### src/rtl/theia_pixel_sink.sv
// Pixel write-back sink for the THEIA core. It accepts Wishbone pixel writes into a small FIFO and
// drains them to framebuffer memory, counting committed pixels toward frame completion.
module theia_pixel_sink #(
   parameter int unsigned     WB_W         = 32,
   parameter int unsigned     FIFO_AW      = 3,
   parameter logic [WB_W-1:0] FB_BASE      = 32'h0000_0000,
   parameter logic [15:0]     FRAME_PIXELS = 16'd1024
) (
   input  logic               CLK_I,
   input  logic               RST_I,
   // slave port, driven by the core's master port
   input  logic               S_CYC_I,
   input  logic               S_STB_I,
   input  logic               S_WE_I,
   input  logic [WB_W-1:0]    S_ADR_I,
   input  logic [WB_W-1:0]    S_DAT_I,
   output logic [WB_W-1:0]    S_DAT_O,
   output logic               S_ACK_O,
   // master port to framebuffer memory
   output logic               M_CYC_O,
   output logic               M_STB_O,
   output logic               M_WE_O,
   output logic [WB_W-1:0]    M_ADR_O,
   output logic [WB_W-1:0]    M_DAT_O,
   input  logic               M_ACK_I,
   // frame status
   input  logic               FRAME_CLR_I,
   output logic               FRAME_DONE_O,
   output logic [15:0]        PIXEL_COUNT_O,
   output logic [FIFO_AW:0]   FIFO_LEVEL_O
);

   localparam int unsigned      DEPTH    = 1 << FIFO_AW;
   localparam logic [FIFO_AW:0] FULL_LVL = (FIFO_AW + 1)'(DEPTH);

   typedef enum logic {
      ST_IDLE,
      ST_WRITE
   } state_e;

   state_e                  state_q, state_d;
   logic                    cyc_q, cyc_d;
   logic [WB_W-1:0]         adr_q, adr_d;
   logic [WB_W-1:0]         dat_q, dat_d;
   logic                    ack_q;
   logic [WB_W-1:0]         sdat_q;
   logic [2*WB_W-1:0]       mem_q [DEPTH];
   logic [FIFO_AW-1:0]      wr_ptr_q, rd_ptr_q;
   logic [FIFO_AW:0]        level_q;
   logic [15:0]             count_q, count_d;
   logic                    done_q, done_d;
   logic                    full, empty, push, rd_req, pop;
   logic [2*WB_W-1:0]       head;

   // full/empty come from the pre-edge level, so a pop in the same cycle never frees room for a push
   assign full   = (level_q == FULL_LVL);
   assign empty  = (level_q == '0);
   assign push   = S_CYC_I & S_STB_I &  S_WE_I & ~ack_q & ~full;
   assign rd_req = S_CYC_I & S_STB_I & ~S_WE_I & ~ack_q;
   assign head   = mem_q[rd_ptr_q];

   always_ff @(posedge CLK_I) begin
      // NOTE: sequential state uses non-blocking assignments so every register samples pre-edge values.
      if (RST_I) begin
         ack_q  <= 1'b0;
         sdat_q <= '0;
      end else begin
         ack_q <= push | rd_req;
         if (rd_req) sdat_q <= {{(WB_W - 16){1'b0}}, count_q};
      end
   end

   // NOTE: storage has no reset; the pointers and level alone define which entries are valid.
   always_ff @(posedge CLK_I) begin
      if (push) mem_q[wr_ptr_q] <= {S_ADR_I, S_DAT_I};
   end

   always_ff @(posedge CLK_I) begin
      if (RST_I) begin
         wr_ptr_q <= '0;
         rd_ptr_q <= '0;
         level_q  <= '0;
      end else begin
         if (push) wr_ptr_q <= wr_ptr_q + 1'b1;
         if (pop)  rd_ptr_q <= rd_ptr_q + 1'b1;
         case ({push, pop})
            2'b10:   level_q <= level_q + 1'b1;
            2'b01:   level_q <= level_q - 1'b1;
            default: level_q <= level_q;
         endcase
      end
   end

   always_comb begin
      // NOTE: every combinational output gets a default first so no latch is inferred.
      state_d = state_q;
      cyc_d   = cyc_q;
      adr_d   = adr_q;
      dat_d   = dat_q;
      pop     = 1'b0;
      case (state_q)
         ST_IDLE: begin
            if (!empty) begin
               pop     = 1'b1;
               adr_d   = FB_BASE + head[2*WB_W-1:WB_W];
               dat_d   = head[WB_W-1:0];
               cyc_d   = 1'b1;
               state_d = ST_WRITE;
            end
         end
         ST_WRITE: begin
            if (M_ACK_I) begin
               cyc_d   = 1'b0;
               state_d = ST_IDLE;
            end
         end
         default: begin
            cyc_d   = 1'b0;
            state_d = ST_IDLE;
         end
      endcase
   end

   always_ff @(posedge CLK_I) begin
      if (RST_I) begin
         state_q <= ST_IDLE;
         cyc_q   <= 1'b0;
         adr_q   <= '0;
         dat_q   <= '0;
      end else begin
         state_q <= state_d;
         cyc_q   <= cyc_d;
         adr_q   <= adr_d;
         dat_q   <= dat_d;
      end
   end

   // A clear wins over a coinciding ack; the count saturates once the frame is complete.
   always_comb begin
      count_d = count_q;
      done_d  = done_q;
      if (FRAME_CLR_I) begin
         count_d = '0;
         done_d  = 1'b0;
      end else if ((state_q == ST_WRITE) && M_ACK_I && (count_q != FRAME_PIXELS)) begin
         count_d = count_q + 16'd1;
         if (count_q + 16'd1 == FRAME_PIXELS) done_d = 1'b1;
      end
   end

   always_ff @(posedge CLK_I) begin
      if (RST_I) begin
         count_q <= '0;
         done_q  <= 1'b0;
      end else begin
         count_q <= count_d;
         done_q  <= done_d;
      end
   end

   assign S_ACK_O       = ack_q;
   assign S_DAT_O       = sdat_q;
   assign M_CYC_O       = cyc_q;
   assign M_STB_O       = cyc_q;
   assign M_WE_O        = cyc_q;
   assign M_ADR_O       = adr_q;
   assign M_DAT_O       = dat_q;
   assign FRAME_DONE_O  = done_q;
   assign PIXEL_COUNT_O = count_q;
   assign FIFO_LEVEL_O  = level_q;

endmodule
### config.mk
export PLATFORM = sky130hd
export DESIGN_NAME = theia_pixel_sink
export DESIGN_NICKNAME = d
export VERILOG_FILES = /design/src/rtl/theia_pixel_sink.sv
export SDC_FILE = /design/constraint.sdc
export NUM_CORES = 1
export LEC_CHECK = 0
export CAP_MARGIN = 20
export CORE_ASPECT_RATIO = 1.25
export CORE_MARGIN = 1.5
export CORE_UTILIZATION = 50
export DETAILED_ROUTE_END_ITERATION = 6
export GPL_TIMING_DRIVEN = 0
export PLACE_DENSITY_LB_ADDON = 0.3
export SETUP_SLACK_MARGIN = 0.5
export SLEW_MARGIN = 5
export SYNTH_ARGS = -nofsm -noshare
export SYNTH_HDL_FRONTEND = slang
export SYNTH_SLANG_ARGS = --single-unit
### constraint.sdc
create_clock -name CLK_I -period 7.1 [get_ports CLK_I]
set_input_delay 1.42 -clock CLK_I [delete_from_list [all_inputs] [get_ports CLK_I]]
set_output_delay 1.42 -clock CLK_I [all_outputs]
set_load 0.02 [all_outputs]
==> impl_results.rst <==
.. list-table::
   :header-rows: 1

   * - Metric
     - Value
   * - Met3 wire len
     - 2.944 mm
   * - Clk slew on worst S/H paths
     - about 60 ps
   * - Syn avg cell area
     - roughly 19 µm²
   * - Power Density
     - approximately 330 mW/mm²
   * - Total global-route track usage
     - 21.46%
   * - Inserted Clock Buffers
     - 57
   * - Area growth from synthesis to layout
     - 22.05%
   * - Actual slew at the worst max-slew pin
     - about 1000 ps
   * - Sort of element at the end of the critical path
     - register
   * - Number of I/O pins
     - between 150 and 200
   * - Synthesized cell area
     - 0.02356 mm²
   * - DP HPWL
     - between 30 and 40 mm
   * - TritonCTS clock tree
     - done
   * - Share of power burned in combinational logic
     - around a quarter
   * - Core Region
     - roughly 0.046 mm²
   * - First-pass iteration count of the detailed router
     - 7
   * - Cell Chain, Critical Path
     - nor4_1 -> nor2_1 -> clkbuf_1 -> buf_2 -> ha_1 -> xor2_1 -> ha_1 -> a21oi_1 -> xor2_1 -> or3_1 -> a21oi_1
   * - Switching portion of total power
     - between 20% and 30%
   * - Area share of the largest cell type after synthesis
     - 65.26%
   * - Warnings from Yosys
     - 0
   * - Arr. time, crit path
     - around 4500 ps
   * - Post-route met1 wirelength
     - slightly above 20 mm
   * - Via count of the first global-routing pass
     - 12,777
   * - Highest clock rate
     - roughly 250 MHz
   * - Number of clock sinks
     - roughly 620
   * - Number of synthesized register bits
     - a little over 600
   * - Worst-path maximum fanout
     - 11
   * - Worst clock skew
     - between 10 and 15 ps
   * - Internal Dissipation
     - roughly 6.9 mW
   * - Fin Hold WS
     - 454.0 ps
   * - Final net count
     - roughly 1,600
   * - Routed wire length
     - between 50 and 60 mm
   * - Primary flip-flop cell chosen by synthesis mapping
     - sky130_fd_sc_hd__edfxtp_1
   * - Switching power summed over all nets
     - roughly 2.8 mW
   * - Final setup viols
     - 0
   * - Hold buffers post-CTS
     - 0
   * - Overall die area
     - between 0.04 and 0.05 mm²
   * - Residual DRC count
     - 0
   * - Max Transition Viols Final
     - 0
   * - Dominant delay contributor by cell family on the critical path
     - simple AND/OR/NAND/NOR gates
   * - DR WL/cell
     - about 23 µm
   * - Height of the die
     - roughly 250 µm
   * - Time the final worst path needs with I/O delays and setup
     - ~4000 ps
   * - Final worst path period share
     - 56.06%
   * - Part of the Yosys area used for sequential elements
     - between 70 and 80%
   * - Sequential share of power
     - 45.0%
   * - DRT iter0 DRCs
     - 771
   * - Biggest area consumer among synthesized cells
     - sky130_fd_sc_hd__edfxtp_1
   * - Number of max-capacitance violations reported
     - 0
   * - Wire length on met2
     - 26.13 mm
   * - Routability congestion estimate from global placement
     - between 0.8 and 0.9
   * - DR top layer
     - met5
   * - Biggest cell delay along the critical path
     - ~800 ps
   * - Max Root-Sink Buffers
     - 3
   * - Startpoint type of the worst setup path
     - register
   * - Worst Hold Class
     - register to register
   * - Slew headroom
     - 33.12%
   * - Port Buf Inserts
     - 175
   * - Maximum level of the CTS H-tree
     - 2
   * - Setup repair after global routing missed its margin
     - no
   * - Fraction of registers with async set or reset after synthesis
     - 0%
   * - Count of distinct cell types in the synthesized netlist
     - around 40
   * - Wire length of the first global-routing pass
     - 76.61 mm
   * - CP required
     - roughly 7600 ps
   * - Proportion of power drawn by the clock network
     - a little under a third
   * - Initial Util
     - between 50% and 60%
   * - Gate count of the mapped netlist
     - 1,252
   * - Total number of vias
     - 12,433
   * - Count of nets left with antenna violations after detail routing
     - 0
   * - Layout cells sized above 1
     - approximately 20%
   * - Critical setup path kind
     - register to register
   * - Clock Root Buffer
     - sky130_fd_sc_hd__clkbuf_16
   * - Number of vias per cell
     - ~5.6
   * - Final Power
     - 9.629 mW
   * - Maximum number of pins on one net before global-route repair
     - 24
   * - Antenna violations before repair
     - 2
   * - CP Buf/Inv Count
     - 2
   * - Post-CTS setup repair buffer count
     - 0
   * - EDFF count, synth
     - 512
   * - Filler cell count in the final layout
     - 3,274
   * - Count of endpoints failing hold in the final timing report
     - 0
   * - X dimension of the die
     - 197.1 µm
   * - Number of gates given a new drive strength after cts
     - 0
   * - Maximum vdd drop
     - between 0.2 and 0.25 mV
   * - Sum of overflow across all layers after global routing
     - 0
   * - Status
     - complete, no violations
   * - Highest-delay cell along the critical path
     - sky130_fd_sc_hd__clkbuf_1
   * - Dominant cells by area after synthesis
     - sky130_fd_sc_hd__edfxtp_1 65%, sky130_fd_sc_hd__mux4_2 12%, sky130_fd_sc_hd__dfxtp_1 9.3%
   * - Clock insertion delay at the later pin of the skew report
     - around 600 ps
   * - Floorplan row count
     - 88
   * - Total leakage power
     - between 9 and 10 nW
## registers in the layout, indices dropped and copies added, names as in the netlist
register       cells
mem_q            512
FRAME_DONE_O       1
M_DAT_O           32
S_ACK_O            1
S_DAT_O           16
M_CYC_O            1
state_q            1
PIXEL_COUNT_O     16
FIFO_LEVEL_O       4
M_ADR_O           32
rd_ptr_q           3
wr_ptr_q           3
## final timing paths
check	slack [ps]	from	to	cells after the start
min reg2reg	450	S_DAT_O[3]	S_DAT_O[3]	2
max reg2reg	3120	FIFO_LEVEL_O[0]	FIFO_LEVEL_O[2]	11
max	3120	FIFO_LEVEL_O[0]	FIFO_LEVEL_O[2]	11
min	450	S_DAT_O[3]	S_DAT_O[3]	2
## power groups by stage
stage | clock (mW) | combinational, mW | sequential [mW]
2_1_floorplan | 0 | 1.27 | 4.59
3_3_place_gp | 0 | 2.36 | 4.41
3_5_place_dp | 0 | 2.43 | 4.41
4_1_cts | 2.96 | 2.43 | 4.33
5_1_grt | 3.09 | 2.58 | 4.35
6_report | 2.90 | 2.39 | 4.33
## metal layers
metal	global-route usage (%)	up-vias
met5	0	-
met4	5.680	4
met3	3.621	77
met2	37.33	376
met1	28.08	6459
li1	-	5517
## metrics by stage
step	setup slack [ps]	instances	cell area, µm²	util [%]	TNS, ps
4_1_cts	3049	2215	28750	62.02	0
5_1_grt	2948	2215	28750	62.02	0
3_3_place_gp	-1686	2072	26180	56.49	-670060
3_5_place_dp	2573	2110	26980	58.20	0
2_1_floorplan	1698	1267	23640	-	0
6_report	3119	2216	28750	62.02	0
## final cells by class
| class | count | area [µm²] | share of cell area [%] |
|---|---|---|---|
| flip-flops and latches | 622 | 17580 | 61.13 |
| plain buffers | 94 | 466.7 | 1.623 |
| repair buffers | 213 | 2495 | 8.677 |
| multi-input cells | 541 | 5615 | 19.53 |
| inverters | 10 | 37.54 | 0.1306 |
| clock buffers | 79 | 1579 | 5.492 |
| well taps | 630 | 788.3 | 2.742 |
| diodes | 1 | 2.502 | 0.008704 |
| clock inverters | 26 | 190.2 | 0.6615 |
## cell usage in the layout, fill, tap and decap left out, types with 6 or more instances in the layout
master / netlist / routed
sky130_fd_sc_hd__edfxtp_1: 512 / 512
sky130_fd_sc_hd__clkdlybuf4s50_1: 0 / 175
sky130_fd_sc_hd__mux4_2: 128 / 128
sky130_fd_sc_hd__dfxtp_1: 110 / 110
sky130_fd_sc_hd__nor2_1: 100 / 98
sky130_fd_sc_hd__mux2i_1: 70 / 70
sky130_fd_sc_hd__a211oi_1: 65 / 65
sky130_fd_sc_hd__clkbuf_16: 0 / 57
sky130_fd_sc_hd__clkbuf_1: 39 / 54
sky130_fd_sc_hd__nand2_1: 46 / 46
sky130_fd_sc_hd__a21oi_1: 25 / 25
sky130_fd_sc_hd__buf_2: 24 / 24
sky130_fd_sc_hd__buf_8: 0 / 23
sky130_fd_sc_hd__buf_4: 20 / 20
sky130_fd_sc_hd__xnor2_1: 16 / 16
sky130_fd_sc_hd__conb_1: 1 / 16
sky130_fd_sc_hd__clkinv_2: 0 / 13
sky130_fd_sc_hd__buf_16: 0 / 13
sky130_fd_sc_hd__nor3_1: 13 / 11
sky130_fd_sc_hd__inv_1: 10 / 10
sky130_fd_sc_hd__buf_1: 9 / 9
sky130_fd_sc_hd__xor2_1: 8 / 8
sky130_fd_sc_hd__nand4_1: 7 / 7
sky130_fd_sc_hd__ha_1: 7 / 7
sky130_fd_sc_hd__clkbuf_8: 0 / 7
sky130_fd_sc_hd__clkinv_1: 0 / 6
## synthesized netlist by cell type (all sizes together) (10+ instances only)
cell,n
inv,10
buf,54
dfxtp,110
edfxtp,512
clkbuf,40
xnor2,16
a21oi,25
nand2,46
nor2,100
nor3,13
a211oi,65
mux2i,70
mux4,128
## kinds of logic after synthesis
logic type	Yosys count	synth area share, %
multiplexers	198	15.21
flip-flops	622	74.61
adder cells (fa/ha/maj)	7	0.3718
AND/OR/NAND/NOR	195	3.670
XOR/XNOR	24	0.8923
other	1	0.01592
buffers and inverters	104	2.140
AO/OA/AOI/OAI	101	3.086
## worst reg2reg max path, stage by stage, from the launching register on
cell,delay (ps)
sky130_fd_sc_hd__dfxtp_1,480
sky130_fd_sc_hd__nor4_1,130
sky130_fd_sc_hd__nor2_1,770
sky130_fd_sc_hd__clkbuf_1,800
sky130_fd_sc_hd__buf_2,430
sky130_fd_sc_hd__ha_1,320
sky130_fd_sc_hd__xor2_1,180
sky130_fd_sc_hd__ha_1,170
sky130_fd_sc_hd__a21oi_1,50
sky130_fd_sc_hd__xor2_1,150
sky130_fd_sc_hd__or3_1,310
sky130_fd_sc_hd__a21oi_1,140
(Power assumes the default switching activity.)
